==> src/rtl/fft_128_sched_if.sv <==
// Control/address bundle between the 128-point radix-2 FFT scheduler and its datapath.
// The scheduler uses the master modport; the datapath or bench uses the slave modport.
interface fft_128_sched_if;
  logic       start_i;
  logic       ce_i;
  logic       busy_o;
  logic       load_we_o;
  logic [6:0] load_addr_o;
  logic [6:0] rd_addr_a_o;
  logic [6:0] rd_addr_b_o;
  logic       bf_ce_o;
  logic [5:0] tw_idx_o;
  logic       wr_en_o;
  logic [6:0] wr_addr_a_o;
  logic [6:0] wr_addr_b_o;
  logic [2:0] stage_o;
  logic [6:0] out_addr_o;
  logic       oe_o;
  logic       done_o;

  modport master (
    input  start_i, ce_i,
    output busy_o, load_we_o, load_addr_o, rd_addr_a_o, rd_addr_b_o, bf_ce_o, tw_idx_o,
           wr_en_o, wr_addr_a_o, wr_addr_b_o, stage_o, out_addr_o, oe_o, done_o
  );
  modport slave (
    output start_i, ce_i,
    input  busy_o, load_we_o, load_addr_o, rd_addr_a_o, rd_addr_b_o, bf_ce_o, tw_idx_o,
           wr_en_o, wr_addr_a_o, wr_addr_b_o, stage_o, out_addr_o, oe_o, done_o
  );
endinterface

==> src/rtl/fft_128_sched.sv <==
// In-place 128-point radix-2 FFT address/control scheduler: load, 7 butterfly stages, unload.
// Define FFT_BITREV_EN to bit-reverse load addresses (natural-order input stream).
module fft_128_sched #(
  parameter int BF_LAT     = 2,
  parameter int RAM_RD_LAT = 1
) (
  input  logic           clk,
  input  logic           rst_n,
  fft_128_sched_if.master bus
);
  localparam int         STAGES      = RAM_RD_LAT + BF_LAT;
  localparam logic [7:0] DRAIN_LAST  = 8'(STAGES);
  localparam logic [7:0] UNLOAD_LAST = 8'(127 + RAM_RD_LAT);

  typedef enum logic [2:0] {S_IDLE, S_LOAD, S_STAGE, S_DRAIN, S_UNLOAD} state_e;

  state_e     state_q, state_d;
  logic [7:0] cnt_q, cnt_d;
  logic [2:0] stage_q, stage_d;

  always_ff @(posedge clk or negedge rst_n) begin
    if (!rst_n) begin
      state_q <= S_IDLE;
      cnt_q   <= '0;
      stage_q <= '0;
    end else begin
      state_q <= state_d;
      cnt_q   <= cnt_d;
      stage_q <= stage_d;
    end
  end

  // One shared counter: sample index n, issue index j, drain wait, unload address.
  always_comb begin
    state_d = state_q;
    cnt_d   = cnt_q;
    stage_d = stage_q;
    unique case (state_q)
      S_IDLE: if (bus.start_i) begin
        state_d = S_LOAD;
        cnt_d   = '0;
        stage_d = '0;
      end
      S_LOAD: if (bus.ce_i) begin
        if (cnt_q == 8'd127) begin
          state_d = S_STAGE;
          cnt_d   = '0;
        end else cnt_d = cnt_q + 8'd1;
      end
      S_STAGE: begin
        if (cnt_q == 8'd63) begin
          state_d = S_DRAIN;
          cnt_d   = '0;
        end else cnt_d = cnt_q + 8'd1;
      end
      S_DRAIN: begin
        if (cnt_q == DRAIN_LAST) begin
          cnt_d = '0;
          if (stage_q == 3'd6) state_d = S_UNLOAD;
          else begin
            state_d = S_STAGE;
            stage_d = stage_q + 3'd1;
          end
        end else cnt_d = cnt_q + 8'd1;
      end
      S_UNLOAD: begin
        if (cnt_q == UNLOAD_LAST) begin
          state_d = S_IDLE;
          cnt_d   = '0;
          stage_d = '0;
        end else cnt_d = cnt_q + 8'd1;
      end
      default: begin
        state_d = S_IDLE;
        cnt_d   = '0;
        stage_d = '0;
      end
    endcase
  end

  logic       issue_vld, unl_vld, unl_last;
  logic [6:0] j_ext, j_lo, mask, iss_a, iss_b, n_addr;
  logic [5:0] iss_tw;

  // Operand a is j with a zero bit inserted at position s; b is its partner at +2^s.
  always_comb begin
    issue_vld = (state_q == S_STAGE);
    mask      = (7'd1 << stage_q) - 7'd1;
    j_ext     = {1'b0, cnt_q[5:0]};
    j_lo      = j_ext & mask;
    iss_a     = '0;
    iss_b     = '0;
    iss_tw    = '0;
    if (issue_vld) begin
      iss_a  = ((j_ext >> stage_q) << (stage_q + 3'd1)) + j_lo;
      iss_b  = iss_a + (7'd1 << stage_q);
      iss_tw = j_lo[5:0] << (3'd6 - stage_q);
    end
    unl_vld  = (state_q == S_UNLOAD) && !cnt_q[7];
    unl_last = unl_vld && (cnt_q[6:0] == 7'd127);
  end

`ifdef FFT_BITREV_EN
  always_comb begin
    n_addr = '0;
    for (int i = 0; i < 7; i++) n_addr[i] = cnt_q[6-i];
  end
`else
  assign n_addr = cnt_q[6:0];
`endif

  // Delay lines: index 0 is the issue cycle, RAM_RD_LAT is bf_ce, STAGES is write-back.
  logic [STAGES:1]           vld_pipe_q;
  logic [STAGES:0]           vld_pipe;
  logic [STAGES:1][6:0]      a_pipe_q, b_pipe_q;
  logic [STAGES:0][6:0]      a_pipe, b_pipe;
  logic [RAM_RD_LAT:1][5:0]  tw_pipe_q;
  logic [RAM_RD_LAT:0][5:0]  tw_pipe;
  logic [RAM_RD_LAT:1]       oe_pipe_q, last_pipe_q;
  logic [RAM_RD_LAT:0]       oe_pipe, last_pipe;

  assign vld_pipe  = {vld_pipe_q, issue_vld};
  assign a_pipe    = {a_pipe_q, iss_a};
  assign b_pipe    = {b_pipe_q, iss_b};
  assign tw_pipe   = {tw_pipe_q, iss_tw};
  assign oe_pipe   = {oe_pipe_q, unl_vld};
  assign last_pipe = {last_pipe_q, unl_last};

  always_ff @(posedge clk or negedge rst_n) begin
    if (!rst_n) begin
      vld_pipe_q  <= '0;
      a_pipe_q    <= '0;
      b_pipe_q    <= '0;
      tw_pipe_q   <= '0;
      oe_pipe_q   <= '0;
      last_pipe_q <= '0;
    end else begin
      vld_pipe_q  <= vld_pipe[STAGES-1:0];
      a_pipe_q    <= a_pipe[STAGES-1:0];
      b_pipe_q    <= b_pipe[STAGES-1:0];
      tw_pipe_q   <= tw_pipe[RAM_RD_LAT-1:0];
      oe_pipe_q   <= oe_pipe[RAM_RD_LAT-1:0];
      last_pipe_q <= last_pipe[RAM_RD_LAT-1:0];
    end
  end

  assign bus.busy_o      = (state_q != S_IDLE);
  assign bus.load_we_o   = (state_q == S_LOAD) && bus.ce_i;
  assign bus.load_addr_o = (state_q == S_LOAD) ? n_addr : '0;
  assign bus.rd_addr_a_o = iss_a;
  assign bus.rd_addr_b_o = iss_b;
  assign bus.bf_ce_o     = vld_pipe[RAM_RD_LAT];
  assign bus.tw_idx_o    = tw_pipe[RAM_RD_LAT];
  assign bus.wr_en_o     = vld_pipe[STAGES];
  assign bus.wr_addr_a_o = a_pipe[STAGES];
  assign bus.wr_addr_b_o = b_pipe[STAGES];
  assign bus.stage_o     = stage_q;
  // Address holds at 127 while the final read completes.
  assign bus.out_addr_o  = (state_q != S_UNLOAD) ? 7'd0 : (cnt_q[7] ? 7'd127 : cnt_q[6:0]);
  assign bus.oe_o        = oe_pipe[RAM_RD_LAT];
  assign bus.done_o      = last_pipe[RAM_RD_LAT];
endmodule

==> src/flat_wrapper.sv <==
// flat-port wrapper written by rule: the top's interface ports become plain ports
module fft_128_sched_flat 
#(
  parameter int BF_LAT     = 2,
  parameter int RAM_RD_LAT = 1
)
  (clk, rst_n, bus_start_i, bus_ce_i, bus_busy_o, bus_load_we_o, bus_load_addr_o, bus_rd_addr_a_o, bus_rd_addr_b_o, bus_bf_ce_o, bus_tw_idx_o, bus_wr_en_o, bus_wr_addr_a_o, bus_wr_addr_b_o, bus_stage_o, bus_out_addr_o, bus_oe_o, bus_done_o);
  fft_128_sched_if bus_i ();
  input  logic clk;
  input  logic rst_n;
  input wire logic [$bits(bus_i.start_i)-1:0] bus_start_i;
  input wire logic [$bits(bus_i.ce_i)-1:0] bus_ce_i;
  output wire logic [$bits(bus_i.busy_o)-1:0] bus_busy_o;
  output wire logic [$bits(bus_i.load_we_o)-1:0] bus_load_we_o;
  output wire logic [$bits(bus_i.load_addr_o)-1:0] bus_load_addr_o;
  output wire logic [$bits(bus_i.rd_addr_a_o)-1:0] bus_rd_addr_a_o;
  output wire logic [$bits(bus_i.rd_addr_b_o)-1:0] bus_rd_addr_b_o;
  output wire logic [$bits(bus_i.bf_ce_o)-1:0] bus_bf_ce_o;
  output wire logic [$bits(bus_i.tw_idx_o)-1:0] bus_tw_idx_o;
  output wire logic [$bits(bus_i.wr_en_o)-1:0] bus_wr_en_o;
  output wire logic [$bits(bus_i.wr_addr_a_o)-1:0] bus_wr_addr_a_o;
  output wire logic [$bits(bus_i.wr_addr_b_o)-1:0] bus_wr_addr_b_o;
  output wire logic [$bits(bus_i.stage_o)-1:0] bus_stage_o;
  output wire logic [$bits(bus_i.out_addr_o)-1:0] bus_out_addr_o;
  output wire logic [$bits(bus_i.oe_o)-1:0] bus_oe_o;
  output wire logic [$bits(bus_i.done_o)-1:0] bus_done_o;
  assign bus_i.start_i = bus_start_i;
  assign bus_i.ce_i = bus_ce_i;
  assign bus_busy_o = bus_i.busy_o;
  assign bus_load_we_o = bus_i.load_we_o;
  assign bus_load_addr_o = bus_i.load_addr_o;
  assign bus_rd_addr_a_o = bus_i.rd_addr_a_o;
  assign bus_rd_addr_b_o = bus_i.rd_addr_b_o;
  assign bus_bf_ce_o = bus_i.bf_ce_o;
  assign bus_tw_idx_o = bus_i.tw_idx_o;
  assign bus_wr_en_o = bus_i.wr_en_o;
  assign bus_wr_addr_a_o = bus_i.wr_addr_a_o;
  assign bus_wr_addr_b_o = bus_i.wr_addr_b_o;
  assign bus_stage_o = bus_i.stage_o;
  assign bus_out_addr_o = bus_i.out_addr_o;
  assign bus_oe_o = bus_i.oe_o;
  assign bus_done_o = bus_i.done_o;
  fft_128_sched #(.BF_LAT(BF_LAT), .RAM_RD_LAT(RAM_RD_LAT)) u_core (.clk(clk), .rst_n(rst_n), .bus(bus_i));
endmodule
==> config.mk <==
export PLATFORM = sky130hd
export DESIGN_NAME = fft_128_sched_flat
export DESIGN_NICKNAME = d
export VERILOG_FILES = /design/src/rtl/fft_128_sched_if.sv /design/src/rtl/fft_128_sched.sv /design/src/flat_wrapper.sv
export SDC_FILE = /design/constraint.sdc
export NUM_CORES = 1
export LEC_CHECK = 0
export CAP_MARGIN = 20
export CORE_UTILIZATION = 54
export DETAILED_ROUTE_END_ITERATION = 10
export DONT_BUFFER_PORTS = 1
export PLACE_DENSITY_LB_ADDON = 0.1
export SLEW_MARGIN = 10
export SYNTH_ARGS = -nofsm -noshare
export SYNTH_HDL_FRONTEND = slang
export SYNTH_SLANG_ARGS = --single-unit
==> constraint.sdc <==
create_clock -name clk -period 5.15 [get_ports clk]
set_input_delay 0.515 -clock clk [delete_from_list [all_inputs] [get_ports clk]]
set_output_delay 0.515 -clock clk [all_outputs]
set_load 0.02 [all_outputs]
==> results.cfg, run 1 <==
[grt]
antenna_found_initial = 0
use_met3 = 0.0661
busiest_layer = met2
grt_use_met2 = 0.334
gr-total-overflow = 0
use_met1 = 0.300
grt_pass1_vias = 2375
grt_start_max_net_pins = 68
grt_pass1_wl_um = 12100
grt_usage = 0.221

[floorplanning]
die_h_um = 84.9
ios = 61
core_area_mm2 = 0.00649
rows = 29
initial_core_util = 0.571
die_area_mm2 = 0.00721
fp.dieW_um = 84.9

[placement]
dp_hpwl_um = 5360
routabilityCongestion = 0.889
place.port_buffers = 0

[synth]
async_reset_ff_frac = 1.00
syn_inst = 380
syn_nets = 404
synth.cell_area_mm2 = 0.00371
synth-seq-cells = 67
synth.distinct_cells = 58
synth_enable_flop_cells = 0
syn_avg_cell_area_um2 = 9.77
ys_warn_count = 0
ys.flop_type = dfrtp_1
synth-seq-area-share = 0.452

[final_layout]
drive_gt1_frac = 0.149
multi_input_area_mm2 = 0.00169
diodes = 0
nets = 381
fill_cells = 519
regArea_mm2 = 0.00168
final_util = 0.596
area_delta_synth_final_pct = 4.25

[sta]
finalHoldViolCount = 0
worst_slew_pin_slew_ns = 0.829
slew_headroom = 0.446
finalCritPeriodShare = 0.948
final-setup-viol-count = 0
rsz0062_at_grt = no
slew_viol_final = 0
fmax_ghz = 0.205
tns_ns = 0
fin_worst_skew_ns = 0.0140
period_minus_slack_ns = 4.88

[clock_tree]
cts_root_buf = clkbuf_8
cts_tree = done
clock_sinks = 67
numCtsBuffers = 9
cts.clk_slew.worst_paths_ns = 0.08
htreeDepth = 3
post_cts_buffers = 0
clock_path_buffers = 2
insertion_delay_ns = 0.35

[worst_setup_path]
cp-end-kind = output port
cp-start-kind = flop
cp_max_fo = 6
worstPathRequired_ns = 4.64
critPathKind = flop to output port
crit_arrival_ns = 4.37

[drt]
viasPerCell = 5.87
ant_nets = 0
drc = 3
dr.pass1.iters = 7
routed_wl_um = 7410
vias = 2578
drtIter0Drc = 119
post_drt_wl_per_cell_um = 16.9

[pwr]
combPwrFrac = 0.452
power_frac_clock = 0.208
p_leak_uw = 0.00185
power_uw = 2370
p_sw_frac = 0.437
seq_power_share = 0.340
power_density_mw_per_mm2 = 613
p_int_uw = 1330
power_switching_uw = 1040
ir_worst_vdd_v = 0.000360

[worst_hold_path]
min_path_type = primary input to async pin

[run_status]
violations = DRC
status = finished with violations

[run]
max_cap_viol_count = 0
## power groups by stage
stage	Sequential, µW	Combinational (µW)	Clock, µW
after CTS	803	1070	501
after global routing	824	1200	522
after floorplan	731	1020	0
after global placement	811	1050	0
after detailed placement	814	1060	0
final	805	1070	493
## cells by family (layout without fill, tap and decap cells)
| group | Yosys count | count (layout) | synth area share |
|---|---|---|---|
| XOR/XNOR | 11 | 11 | 0.0297 |
| buffers and inverters | 65 | 47 | 0.0974 |
| adder cells (fa/ha/maj) | 22 | 22 | 0.0769 |
| AO/OA/AOI/OAI | 69 | 69 | 0.125 |
| flip-flops | 67 | 67 | 0.452 |
| AND/OR/NAND/NOR | 132 | 132 | 0.178 |
| multiplexers | 14 | 14 | 0.0411 |
## stage by stage
stage	area [µm²]	worst slack, ns	hold slack (ns)	instances
floorplan	3710	0.399	0.219	380
global placement	3600	0.598	0.221	422
detailed placement	3600	0.480	0.221	422
CTS	3850	0.0698	0.0427	439
global route	3870	0.0393	0.0498	439
finish	3870	0.267	0.0370	439
## synthesized netlist by cell type (all sizes together), types with 3 or more instances
library cell  number  area [µm²]
dfrtp             67        1680
nor2              49         203
buf               33         241
nand2             22        90.1
o21ai             19        95.1
ha                18         225
inv               18        67.6
and2              16         100
a21oi             15        75.1
nor3              15        75.1
clkbuf            12        45.0
mux2               7        82.6
mux2i              7        70.1
xnor2              7        61.3
nand3              6        30.0
o22ai              6        37.5
and3               5        31.3
nand2b             5        31.3
or3                5        31.3
a22o               4        35.0
o211ai             3        22.5
xor2               3        26.3
## final cells by class
cell class                 instances  area share
multi-input combinational        248       0.436
sequential                        67       0.435
clock buffer                       9      0.0320
timing repair buffer              11      0.0265
clock inverter                     7      0.0259
tap                               77      0.0249
inverter                          20      0.0204
## cell usage in the layout, fill, tap and decap left out, drive strengths merged, types with 2 or more instances in the layout
master	count
xor2	3
nand2	22
a21o	2
bufinv	2
buf	11
clkbuf	9
fa	2
a21oi	15
nor2	49
nor3	15
o41ai	2
mux2i	7
maj3	2
o21ai	19
and2	16
o21bai	2
a22o	4
o22ai	6
mux2	7
and3	5
a211o	2
dfrtp	67
o211ai	3
nand2b	5
clkinv	5
inv	19
a211oi	2
o22a	2
nand4	2
or3	5
xnor2	7
nand3	6
ha	18
## worst paths after layout
path | start | end | slack, ns | cells after the start
max in group asynchronous | rst_n | u_core.bus.stage_o[2] | 4.85 | 1
max | u_core.bus.stage_o[1] | bus_rd_addr_b_o[6] | 0.27 | 17
min | rst_n | u_core.bus.done_o | 0.04 | 1
min reg2reg | u_core.a_pipe[17] | u_core.bus.wr_addr_a_o[3] | 0.35 | 0
min in group clk | u_core.a_pipe[17] | u_core.bus.wr_addr_a_o[3] | 0.35 | 0
max reg2reg | u_core.bus.stage_o[1] | u_core.b_pipe[13] | 1.00 | 17
## flip-flops by register name, summed over array words and instances, names as in the netlist
| register | flops |
|---|---|
| u_core.bus.stage_o | 3 |
| u_core.b_pipe | 14 |
| u_core.vld_pipe_q | 3 |
| u_core.bus.tw_idx_o | 6 |
| u_core.bus.wr_addr_a_o | 7 |
| u_core.bus.wr_addr_b_o | 7 |
| u_core.cnt_q | 8 |
| u_core.a_pipe | 14 |
| u_core.bus.oe_o | 1 |
| u_core.state_q | 3 |
| u_core.bus.done_o | 1 |
## worst max-delay path, stage by stage (launching register included)
cell and delay (ns):
dfrtp_2 0.49, mux2_2 0.38, mux2_2 0.28, mux2i_2 0.19
o21ai_0 0.11, and2_1 0.18, ha_1 0.32, a21oi_1 0.16
nor2_1 0.06, nor2_2 0.12, xnor2_1 0.16, ha_1 0.30
nand2_1 0.09, nor3_1 0.07, or3_1 0.39, o211ai_1 0.21
xnor3_1 0.23, and2_2 0.25
## timing repair
action | 4_1_cts | 5_1_grt
resized for setup | 0 | 14
hold endpoints to repair | 67 | 0
setup endpoints to repair | 0 | 1
hold buffers | 1 | 0
## per-layer routing
metal,wire (µm),vias to the layer above
met3,469,17
met5,0,-
met4,173,0
li1,-,1238
met1,3430,1236
met2,3340,87
No activity file was read; power rests on OpenSTA's default activity.
==> run 2: changes to the inputs <==
--- a/config.mk
+++ b/config.mk
@@ -10,6 +10,7 @@
 export DETAILED_ROUTE_END_ITERATION = 10
 export DONT_BUFFER_PORTS = 1
 export PLACE_DENSITY_LB_ADDON = 0.1
+export REMOVE_ABC_BUFFERS = 1
 export SLEW_MARGIN = 10
 export SYNTH_ARGS = -nofsm -noshare
 export SYNTH_HDL_FRONTEND = slang
==> run 2 against run 1 <==
Net effect: first-iteration DRC count is 18% lower; the run still ends with DRC left; design area stayed put; utilization stayed put; largest power group unchanged; highest routed layer unchanged.
==> results.cfg, run 2 (same netlist as run 1, synthesis figures left out) <==
[worst_setup_path]
r2r-end = u_core.b_pipe[13]
cp-end-kind = output port
cp-start-kind = flop
crit_arrival_ns = 4.34
r2r-start = u_core.bus.stage_o[1]
worstPathRequired_ns = 4.64
critPathKind = flop to output port
rr_worst_depth = 17
cp_max_fo = 8
r2r_slack_ns = 1.01

[grt]
grt_pass1_wl_um = 12100
gr-total-overflow = 0
grt_usage = 0.221
antenna_found_initial = 0
grt_pass1_vias = 2316
grt_start_max_net_pins = 68

[final_layout]
area_delta_synth_final_pct = 4.25
nets = 381
fill_cells = 544
mostFrequentLayoutCell = dfrtp_1
final_cell_mix = 64 x dfrtp_1, 47 x nor2_1, 21 x nand2_1, 18 x inv_1
drive_gt1_frac = 0.139
final_util = 0.596
diodes = 0

[pwr]
p_leak_uw = 0.00184
power_density_mw_per_mm2 = 606
ir_worst_vdd_v = 0.000290

[sta]
slew_headroom = 0.455
period_minus_slack_ns = 4.85
rsz0062_at_grt = no
finalHoldViolCount = 0
worst_slew_pin_slew_ns = 0.815
final-setup-viol-count = 0
slew_viol_final = 0
tns_ns = 0
fin_worst_skew_ns = 0.0109
finalCritPeriodShare = 0.942
fmax_ghz = 0.206

[clock_tree]
insertion_delay_ns = 0.35
cts.clk_slew.worst_paths_ns = 0.08
cts_tree = done
cts_root_buf = clkbuf_8
clock_sinks = 67
numCtsBuffers = 9
clock_path_buffers = 2
htreeDepth = 3

[run_status]
status = finished with violations
violations = DRC

[floorplanning]
initial_core_util = 0.571
fp.dieW_um = 84.9
rows = 29
core_area_mm2 = 0.00649
ios = 61
die_h_um = 84.9
die_area_mm2 = 0.00721

[drt]
dr.pass1.iters = 8
ant_nets = 0
viasPerCell = 5.80
vias = 2540
routed_wl_um = 7300
post_drt_wl_per_cell_um = 16.7
drc = 9
drtIter0Drc = 97

[placement]
routabilityCongestion = 0.868
place.port_buffers = 0
dp_hpwl_um = 5230

[run]
max_cap_viol_count = 0

[worst_hold_path]
min_path_type = primary input to async pin
[run 2: cell type report]
class / instances / area, µm² / share of cell area
Timing Repair Buffer: 11 / 106 / 0.0275
Clock buffer: 9 / 124 / 0.0320
Inverter: 20 / 78.8 / 0.0204
Clock inverter: 6 / 88.8 / 0.0230
Sequential cell: 67 / 1680 / 0.434
Tap cell: 77 / 96.3 / 0.0249
Multi-Input combinational cell: 248 / 1690 / 0.438
[run 2: layer usage]
metal,vias to the layer above,track usage,part of all wire
met5,-,0,0
met4,0,0.0709,0.016
met3,12,0.0710,0.059
met2,66,0.343,0.47
met1,1227,0.294,0.46
li1,1235,-,-
[run 2: per-stage QoR]
stage                     total power [µW]  worst slack, ns  area, µm²  cells  hold WS (ns)
after floorplan                       1590            0.176       3420    335         0.219
after global placement                1830            0.491       3580    420         0.221
after detailed placement              1840            0.344       3580    420         0.221
after CTS                             2340           0.0628       3820    436        0.0358
after global routing                  2520           0.0327       3870    438        0.0405
final                                 2340            0.299       3870    438        0.0436
[run 2: power breakdown]
part	switching, µW	leakage [µW]	internal (µW)
Sequential	139	0.000892	658
Clock	201	0.000102	270
Combinational	679	0.000848	397
[run 2: worst max path at each step]
stage / start / endpoint / slack [ns] / cells past startpoint
3_3_place_gp: u_core.bus.stage_o[1] / bus_rd_addr_b_o[6] / 0.49 / 18
4_1_cts: u_core.bus.stage_o[1] / bus_rd_addr_b_o[6] / 0.06 / 18
6_report: u_core.bus.stage_o[1] / bus_rd_addr_b_o[6] / 0.30 / 17
3_5_place_dp: u_core.bus.stage_o[1] / bus_rd_addr_b_o[6] / 0.34 / 18
5_1_grt: u_core.cnt_q[3] / bus_rd_addr_b_o[6] / 0.03 / 17
2_1_floorplan: u_core.bus.stage_o[0] / bus_rd_addr_b_o[6] / 0.18 / 18
[run 2: what timing repair did]
action / 4_1_cts / 5_1_grt
resized for setup: 2 / 10
gates cloned: 0 / 0
setup buffers: 0 / 2
endpoints found under the setup margin: 1 / 1
hold buffers: 1 / 0
endpoints found under the hold margin: 67 / 0
[run 2: worst max-delay path: stages (launching register included)]
cell,delay [ns]
dfrtp_2,0.43
mux2_2,0.38
mux2_2,0.28
mux2i_2,0.20
o21ai_0,0.10
and2_1,0.18
ha_1,0.32
a21oi_1,0.16
nor2_1,0.05
nor2_1,0.15
xnor2_1,0.16
ha_1,0.30
nand2_1,0.10
nor3_1,0.05
or3_1,0.40
o211ai_1,0.23
xnor3_1,0.24
and2_1,0.25
